## src/rtl/io_bridge_pkg.sv

```systemverilog
// Shared constants and helpers for the Octavo I/O port FIFO bridge.
// Covers lane slicing, default FIFO geometry, and the FIFO depth sanity check.
package io_bridge_pkg;

    localparam int unsigned DEFAULT_FIFO_DEPTH      = 4;
    localparam int unsigned DEFAULT_FIFO_ADDR_WIDTH = 2;

    function automatic int unsigned lane_lo(input int unsigned port, input int unsigned width);
        return port * width;
    endfunction

    // Depth must be a power of two, at least 2, and match the pointer width.
    function automatic bit depth_ok(input int unsigned depth, input int unsigned addr_width);
        return (depth >= 2) && (depth == (32'd1 << addr_width));
    endfunction

endpackage

```

## src/rtl/io_sync_fifo.sv

```systemverilog
// Show-ahead synchronous FIFO: head and flags are valid 1 cycle after a push.
// Push on full and pop on empty are ignored; there is no push-to-head bypass.
module io_sync_fifo #(
    parameter int unsigned WIDTH      = 36,
    parameter int unsigned DEPTH      = 4,
    parameter int unsigned ADDR_WIDTH = 2
) (
    input  logic             clock,
    input  logic             reset,
    input  logic             push,
    input  logic             pop,
    input  logic [WIDTH-1:0] din,
    output logic [WIDTH-1:0] head,
    output logic             empty,
    output logic             full
);

    localparam logic [ADDR_WIDTH:0] FULL_COUNT = DEPTH[ADDR_WIDTH:0];

    logic [WIDTH-1:0]      mem [DEPTH];
    logic [ADDR_WIDTH-1:0] wr_ptr;
    logic [ADDR_WIDTH-1:0] rd_ptr;
    logic [ADDR_WIDTH:0]   count;
    logic                  do_push;
    logic                  do_pop;

    assign empty   = (count == '0);
    assign full    = (count == FULL_COUNT);
    assign do_push = push & ~full;
    assign do_pop  = pop & ~empty;

    always_ff @(posedge clock) begin
        if (reset) begin
            wr_ptr <= '0;
            rd_ptr <= '0;
            count  <= '0;
        end else begin
            if (do_push) wr_ptr <= wr_ptr + 1'b1;
            if (do_pop)  rd_ptr <= rd_ptr + 1'b1;
            if (do_push && !do_pop)
                count <= count + 1'b1;
            else if (do_pop && !do_push)
                count <= count - 1'b1;
        end
    end

    // Storage is deliberately unreset; a write during reset is harmless as pointers clear.
    always_ff @(posedge clock) begin
        if (do_push) mem[wr_ptr] <= din;
    end

    assign head = empty ? '0 : mem[rd_ptr];

endmodule

```

## src/rtl/io_port_fifo_bridge.sv

```systemverilog
// Per-port read/write FIFOs beside one side of the Octavo I/O ports; 1-cycle latency, outputs registered-derived.
// Backpressure: in_ready/io_write_EF drop when full; sticky error flags exist only with IO_FIFO_ERR_EN.
module io_port_fifo_bridge
    import io_bridge_pkg::*;
#(
    parameter int unsigned WORD_WIDTH      = 36,
    parameter int unsigned IO_PORT_COUNT   = 8,
    parameter int unsigned FIFO_DEPTH      = DEFAULT_FIFO_DEPTH,
    parameter int unsigned FIFO_ADDR_WIDTH = DEFAULT_FIFO_ADDR_WIDTH
) (
    input  logic                                clock,
    input  logic                                reset,
`ifdef IO_FIFO_ERR_EN
    output logic [IO_PORT_COUNT-1:0]            err_underflow,
    output logic [IO_PORT_COUNT-1:0]            err_overflow,
`endif
    output logic [IO_PORT_COUNT*WORD_WIDTH-1:0] io_read_data,
    output logic [IO_PORT_COUNT-1:0]            io_read_EF,
    input  logic [IO_PORT_COUNT-1:0]            io_rden,
    input  logic [IO_PORT_COUNT*WORD_WIDTH-1:0] io_write_data,
    output logic [IO_PORT_COUNT-1:0]            io_write_EF,
    input  logic [IO_PORT_COUNT-1:0]            io_wren,
    input  logic [IO_PORT_COUNT*WORD_WIDTH-1:0] in_data,
    input  logic [IO_PORT_COUNT-1:0]            in_valid,
    output logic [IO_PORT_COUNT-1:0]            in_ready,
    output logic [IO_PORT_COUNT*WORD_WIDTH-1:0] out_data,
    output logic [IO_PORT_COUNT-1:0]            out_valid,
    input  logic [IO_PORT_COUNT-1:0]            out_ready
);

    if (!depth_ok(FIFO_DEPTH, FIFO_ADDR_WIDTH)) begin : g_bad_depth
        $error("FIFO_DEPTH must be a power of 2, >= 2, and equal 2**FIFO_ADDR_WIDTH");
    end

    logic [IO_PORT_COUNT-1:0] rd_empty;
    logic [IO_PORT_COUNT-1:0] rd_full;
    logic [IO_PORT_COUNT-1:0] wr_empty;
    logic [IO_PORT_COUNT-1:0] wr_full;

    for (genvar p = 0; p < IO_PORT_COUNT; p++) begin : g_port
        localparam int unsigned LO = lane_lo(p, WORD_WIDTH);

        // Source -> CPU: pop is the raw strobe; the FIFO ignores it when empty.
        io_sync_fifo #(
            .WIDTH      (WORD_WIDTH),
            .DEPTH      (FIFO_DEPTH),
            .ADDR_WIDTH (FIFO_ADDR_WIDTH)
        ) u_rd_fifo (
            .clock (clock),
            .reset (reset),
            .push  (in_valid[p]),
            .pop   (io_rden[p]),
            .din   (in_data[LO +: WORD_WIDTH]),
            .head  (io_read_data[LO +: WORD_WIDTH]),
            .empty (rd_empty[p]),
            .full  (rd_full[p])
        );

        io_sync_fifo #(
            .WIDTH      (WORD_WIDTH),
            .DEPTH      (FIFO_DEPTH),
            .ADDR_WIDTH (FIFO_ADDR_WIDTH)
        ) u_wr_fifo (
            .clock (clock),
            .reset (reset),
            .push  (io_wren[p]),
            .pop   (out_ready[p]),
            .din   (io_write_data[LO +: WORD_WIDTH]),
            .head  (out_data[LO +: WORD_WIDTH]),
            .empty (wr_empty[p]),
            .full  (wr_full[p])
        );
    end

    assign io_read_EF  = ~rd_empty;
    assign in_ready    = ~rd_full;
    assign io_write_EF = ~wr_full;
    assign out_valid   = ~wr_empty;

`ifdef IO_FIFO_ERR_EN
    always_ff @(posedge clock) begin
        if (reset) begin
            err_underflow <= '0;
            err_overflow  <= '0;
        end else begin
            err_underflow <= err_underflow | (io_rden & rd_empty);
            err_overflow  <= err_overflow | (io_wren & wr_full);
        end
    end
`endif

endmodule
```

## config.mk

```make
export PLATFORM = sky130hd
export DESIGN_NAME = io_port_fifo_bridge
export DESIGN_NICKNAME = d
export VERILOG_FILES = /design/src/rtl/io_bridge_pkg.sv /design/src/rtl/io_sync_fifo.sv /design/src/rtl/io_port_fifo_bridge.sv
export SDC_FILE = /design/constraint.sdc
export NUM_CORES = 2
export LEC_CHECK = 0
export CORE_AREA = 2 2 477 479
export CTS_BUF_LIST = sky130_fd_sc_hd__clkbuf_4 sky130_fd_sc_hd__clkbuf_8 sky130_fd_sc_hd__clkbuf_16
export DETAILED_ROUTE_END_ITERATION = 12
export DIE_AREA = 0 0 479 481
export HOLD_SLACK_MARGIN = 0.05
export PLACE_DENSITY = 0.64
export SETUP_SLACK_MARGIN = 0.02
export SYNTH_ARGS = -nofsm -noshare
export SYNTH_HDL_FRONTEND = slang
export SYNTH_SLANG_ARGS = --single-unit
export TNS_END_PERCENT = 20
```

## constraint.sdc

```tcl
create_clock -name clock -period 3 [get_ports clock]
set_input_delay 0.6 -clock clock [delete_from_list [all_inputs] [get_ports clock]]
set_output_delay 0.6 -clock clock [all_outputs]
set_load 0.005 [all_outputs]
```

# Word-level counts from Yosys, hierarchy flattened
# Memories as Yosys holds them, arrays and structs flattened. A register that Yosys moved wholly into a read port is not among the register bits.
# Cells that the tools add are included.
totals:
  ramBits: 2304
  output_inout_bits: 608
  ff_bits: 112
  inputBits: 610
  memories: 16
  wordCells: 420
mem_list:
  columns: ["memory", "words", "word_bits", "read_ports", "rd_clocked_by_memory_dff", "write_ports", "line", "text"]
  rows:
  - ["g_port[0].u_rd_fifo.mem", 4, 36, 1, 1, 1, "io_sync_fifo.sv:20", "logic [WIDTH-1:0] mem [DEPTH];"]
  - ["g_port[0].u_wr_fifo.mem", 4, 36, 1, 1, 1, "io_sync_fifo.sv:20", null]
  - ["g_port[1].u_rd_fifo.mem", 4, 36, 1, 1, 1, "io_sync_fifo.sv:20", null]
  - ["g_port[1].u_wr_fifo.mem", 4, 36, 1, 1, 1, "io_sync_fifo.sv:20", null]
  - ["g_port[2].u_rd_fifo.mem", 4, 36, 1, 1, 1, "io_sync_fifo.sv:20", null]
  - ["g_port[2].u_wr_fifo.mem", 4, 36, 1, 1, 1, "io_sync_fifo.sv:20", null]
  - ["10 more memories", null, null, null, null, null, null, null]
op_classes:
  mux: 112
  eq_ne: 16
  n_bitwise: 68
  reduce_logical: 96
  addsub: 64
op_table:
  columns: ["operator", "count"]
  rows:
  - ["2-to-1 mux 36 bit", 16]
  - ["2-to-1 mux 3 bit", 32]
  - ["adder 2 x 1 -> 2 bit, second input constant", 32]
  - ["2-to-1 mux 2 bit", 32]
  - ["adder 3 x 1 -> 3 bit, second input constant", 16]
  - ["== test 3 bit, second input constant", 16]
  - ["zero test 3 bit", 16]
  - ["subtractor 3 x 1 -> 3 bit, second input constant", 16]
  - ["bitwise AND 1 bit", 32]
  - ["logical AND 1 bit", 32]
  - ["zero test 1 bit", 32]
  - ["2-to-1 mux 1 bit", 32]
  - ["inverter 1 bit", 32]
  - ["inverter 8 bit", 4]
  - ["nonzero test 2 bit", 16]

# Logic depth before layout (Yosys ltp)
depth:
  ltp_word: 7
  ltp_mapped: 8

# Modules after synthesis
# From an unflattened synthesis, not the netlist that was laid out.
unflattened:
  cells_unflattened: 4464
  area_unflattened_um2: 95851.9
modules_own_cells:
  columns: ["mod", "instances", "seq_area_each_um2", "cells_per_inst", "area_each_um2"]
  rows:
  - ["io_sync_fifo", 16, 4504.3, 277, 5983.2]
  - ["io_port_fifo_bridge", 1, 0.0, 32, 120.1]

# Least setup slack after synthesis
# Ideal clock, no wire load.
synth_path:
  path_type: "input -> register"
  from: "input port in_valid[0]"
  to: "memory g_port[0].u_rd_fifo.mem[0][0] (enable)"
  t_arrival_ps: 1784
  path_stages: 2
  slack_ps: 820
  t_required_ps: 2603
  path_buffers: 0
  path_cell_list: "a21boi_2 -> and2_1"
synth_via:
  elab_chain_cells: 3
synth_lines:
  columns: ["item", "line", "text"]
  rows:
  - ["start: declaration", "io_port_fifo_bridge.sv:24", "input logic [IO_PORT_COUNT-1:0] in_valid,"]
  - ["bitwise AND 1 bit", "io_sync_fifo.sv:29", "assign do_push = push & ~full;"]
  - ["2-to-1 mux 1 bit", "io_sync_fifo.sv:49", "if (do_push) mem[wr_ptr] <= din;"]
  - ["2-to-1 mux 1 bit (not written as such)", "io_sync_fifo.sv:49", null]
  - ["end: declaration", "io_sync_fifo.sv:20", null]
# Every way passes these cells.

==> impl_metrics.json <==
{
  "status": "finished, violations left",
  "violations": "setup timing",
  "path_class": "reg -> out",
  "start_util_pct": 42.15,
  "die_h_um": 481,
  "drive_gt1_share_pct": 33.98,
  "clock_latency_ns": 0.93,
  "finalPower_mw": 114.6,
  "async_flop_share_pct": 0,
  "cp-end-kind": "output port",
  "p_int_mw": 81.88,
  "dp.final_hpwl_um": 163400,
  "required_ns": 2.40,
  "synth.net_count": 5156,
  "start_kind": "register",
  "seq_area_frac_synth_pct": 75.74,
  "max_slew.worst_pin.slew_ns": 0.4918,
  "num_io_pins": 1218,
  "detail-route-antenna-nets": 0,
  "cts_root_buffer": "clkbuf_16",
  "grt_pass1_vias": 50900,
  "die_w_um": 479,
  "grt_start_max_net_pins": 80,
  "h-tree-depth": 5,
  "crit_arrival_ns": 2.52,
  "max_cap_violations": 0,
  "finalSetupViolCount": 235,
  "max_freq_mhz": 320.9,
  "synth_area_leader_cell": "edfxtp_1",
  "power_density_nw_per_um2": 923.6,
  "synth_common_cells": "edfxtp_1, mux4_2, nor2b_1",
  "antenna_found_initial": 126,
  "clk_pin_slew_ns": 0.06,
  "synth.distinct_cells": 29,
  "netlist_area_um2": 95150,
  "rows": 175,
  "synth_flop_cell": "edfxtp_1",
  "grt-ovfl-total": 0,
  "grt_pass1_wl_um": 359700,
  "synth_warnings": 0,
  "numCtsBuffers": 275,
  "min_period_over_period_pct": 103.9,
  "drv_slew": 0,
  "rsz0062_at_grt": "true",
  "dpl_worst_slack_ns": 0.2609,
  "cts_tree": "yes",
  "yosysMostFrequentCell": "edfxtp_1",
  "fin_util_pct": 54.97,
  "switching_power_mw": 32.73,
  "yosys-top-cells-area": "edfxtp_1, mux4_2, nor2b_1, dfxtp_1, ha_1",
  "wl_um": 253300,
  "finalCriticalPeriod_ns": 3.116,
  "ys_ff_latch": 2448,
  "layout_setup_ws_ns": -0.1162,
  "peakVddDrop_mv": 0.6156,
  "clock_sinks": 2448,
  "swShare_pct": 28.56,
  "cts.path.max_buffers": 4,
  "hold_viol": 0,
  "route.detailed.drc": 0,
  "place_congestion": 0.8116,
  "drt_iter0_drc": 3884,
  "nets": 6887,
  "combPwrFrac_pct": 33.9,
  "dr.pass1.iters": 5,
  "wl_per_cell_um": 26.87,
  "path_max_fanout": 5,
  "io_buffers": 1217,
  "hp-class": "in -> reg",
  "fin_skew_ns": 0.07208,
  "clockPowerShare_pct": 28.4,
  "tns_ns": -9.707,
  "num_vias": 49360,
  "syn_inst": 4450,
  "seqPwrFrac_pct": 37.7,
  "yosysTopAreaCellShare_pct": 72.71,
  "coreArea_um2": 225700,
  "vias_per_cell": 5.236,
  "p_leak_nw": 42.71,
  "synth_edf_count": 2304,
  "slew_headroom_pct": 67.21,
  "avgSynthCellArea_um2": 21.38,
  "die_area_um2": 230400,
  "grtUsageTotal_pct": 21.50,
  "area_delta_synth_final_pct": 30.41
}
cells in the final DEF (no fill, tap or decap), types with 42 or more instances in the layout:
cell type,Yosys,routed
clkbuf_4,0,67
xor2_1,48,48
nor2b_4,16,149
buf_4,0,196
and2_1,64,44
buf_2,88,213
clkinv_1,0,45
clkbuf_16,0,288
nor2_1,112,112
mux4_2,576,576
ha_1,80,80
buf_16,0,42
dlygate4sd2_1,0,74
dfxtp_1,144,112
diode_2,0,49
clkbuf_2,16,158
nor2b_1,560,413
inv_1,64,64
buf_12,48,154
edfxtp_1,2304,2304
buf_6,16,123
clkdlybuf4s50_1,0,633
cell families (layout without fill, tap and decap cells):
group	count (synthesis)	after routing	share of synthesized area, %
buffers and inverters	274	2193	2.164
AOI/OAI and AO/OA	96	96	0.6522
muxes	624	624	14.16
adders and majority gates	96	96	1.389
xor gates and xnor gates	48	48	0.4418
DFF	2448	2448	75.74
and+or+nand+nor	864	864	5.449
other	0	49	0
worst paths after layout:
path	slack, ns	startpoint	depth (start not counted)	endpoint
min	0.30	io_write_data[106]	1	g_port[2].u_wr_fifo.mem[3][34]
min reg2reg	0.49	g_port[2].u_wr_fifo.rd_ptr[1]	2	register
max	-0.12	register	5	io_read_data[264]
max reg2reg	0.69	g_port[3].u_wr_fifo.count[0]	8	g_port[3].u_wr_fifo.count[2]
power groups by stage:
stage          clock network, mW  logic [mW]  registers, mW
3_5_place_dp                   0        34.6           43.8
2_1_floorplan                  0        17.9           43.2
4_1_cts                     33.3        38.4           43.2
3_3_place_gp                   0        34.7           43.5
5_1_grt                     34.6        41.3           43.6
6_report                    32.6        38.8           43.2
final cells by class:
cell class	instances	area, µm²
fill	17250	101700
sequential	2448	72150
multi-input combinational	1728	22210
timing repair buffer	1664	16880
clock buffer	353	7610
tap	3009	3765
clock inverter	112	1100
inverter	64	240.2
antenna	49	122.6
registers in the layout (all words and copies together) (netlist names), named ones only:
name                     flops
g_port.u_rd_fifo.rd_ptr     16
g_port.u_wr_fifo.rd_ptr     16
g_port.u_rd_fifo.wr_ptr     16
g_port.u_wr_fifo.count      24
g_port.u_wr_fifo.wr_ptr     16
g_port.u_wr_fifo.mem      1152
g_port.u_rd_fifo.mem      1152
g_port.u_rd_fifo.count      24
repair_timing:
action / in CTS / in global routing
resized for setup: 1856 / 626
buffers inserted: 186 / 50
hold endpoints to repair: 9 / 0
gates cloned: 56 / 4
endpoints found under the setup margin: 592 / 586
pin swaps: 2 / 6
hold buffers: 1 / 0
critical path, stage by stage, from the launching register on:
cell and delay, ns:
dfxtp_4 0.40, buf_4 0.13, buf_12 0.12, mux4_2 0.49
nor2b_1 0.15, clkdlybuf4s15_2 0.29
per-layer routing:
layer  vias up  share of wire (%)  global-route usage (%)
li1      21320                  -                       -
met3       495                 11                   9.021
met2      1883                 49                   34.94
met4        96                3.2                   7.812
met5         -               0.24                       0
met1     25570                 37                   25.62
metrics by stage:
| step | instances | hold WS, ns | cell area (µm²) |
|---|---|---|---|
| floorplan | 4450 | 0.4647 | 95150 |
| global placement | 8641 | 0.4642 | 112000 |
| detailed placement | 8641 | 0.4828 | 112000 |
| CTS | 9342 | 0.2076 | 123900 |
| global route | 9405 | 0.2613 | 124000 |
| finish | 9427 | 0.3033 | 124100 |
No activity file was read; power rests on OpenSTA's default activity.
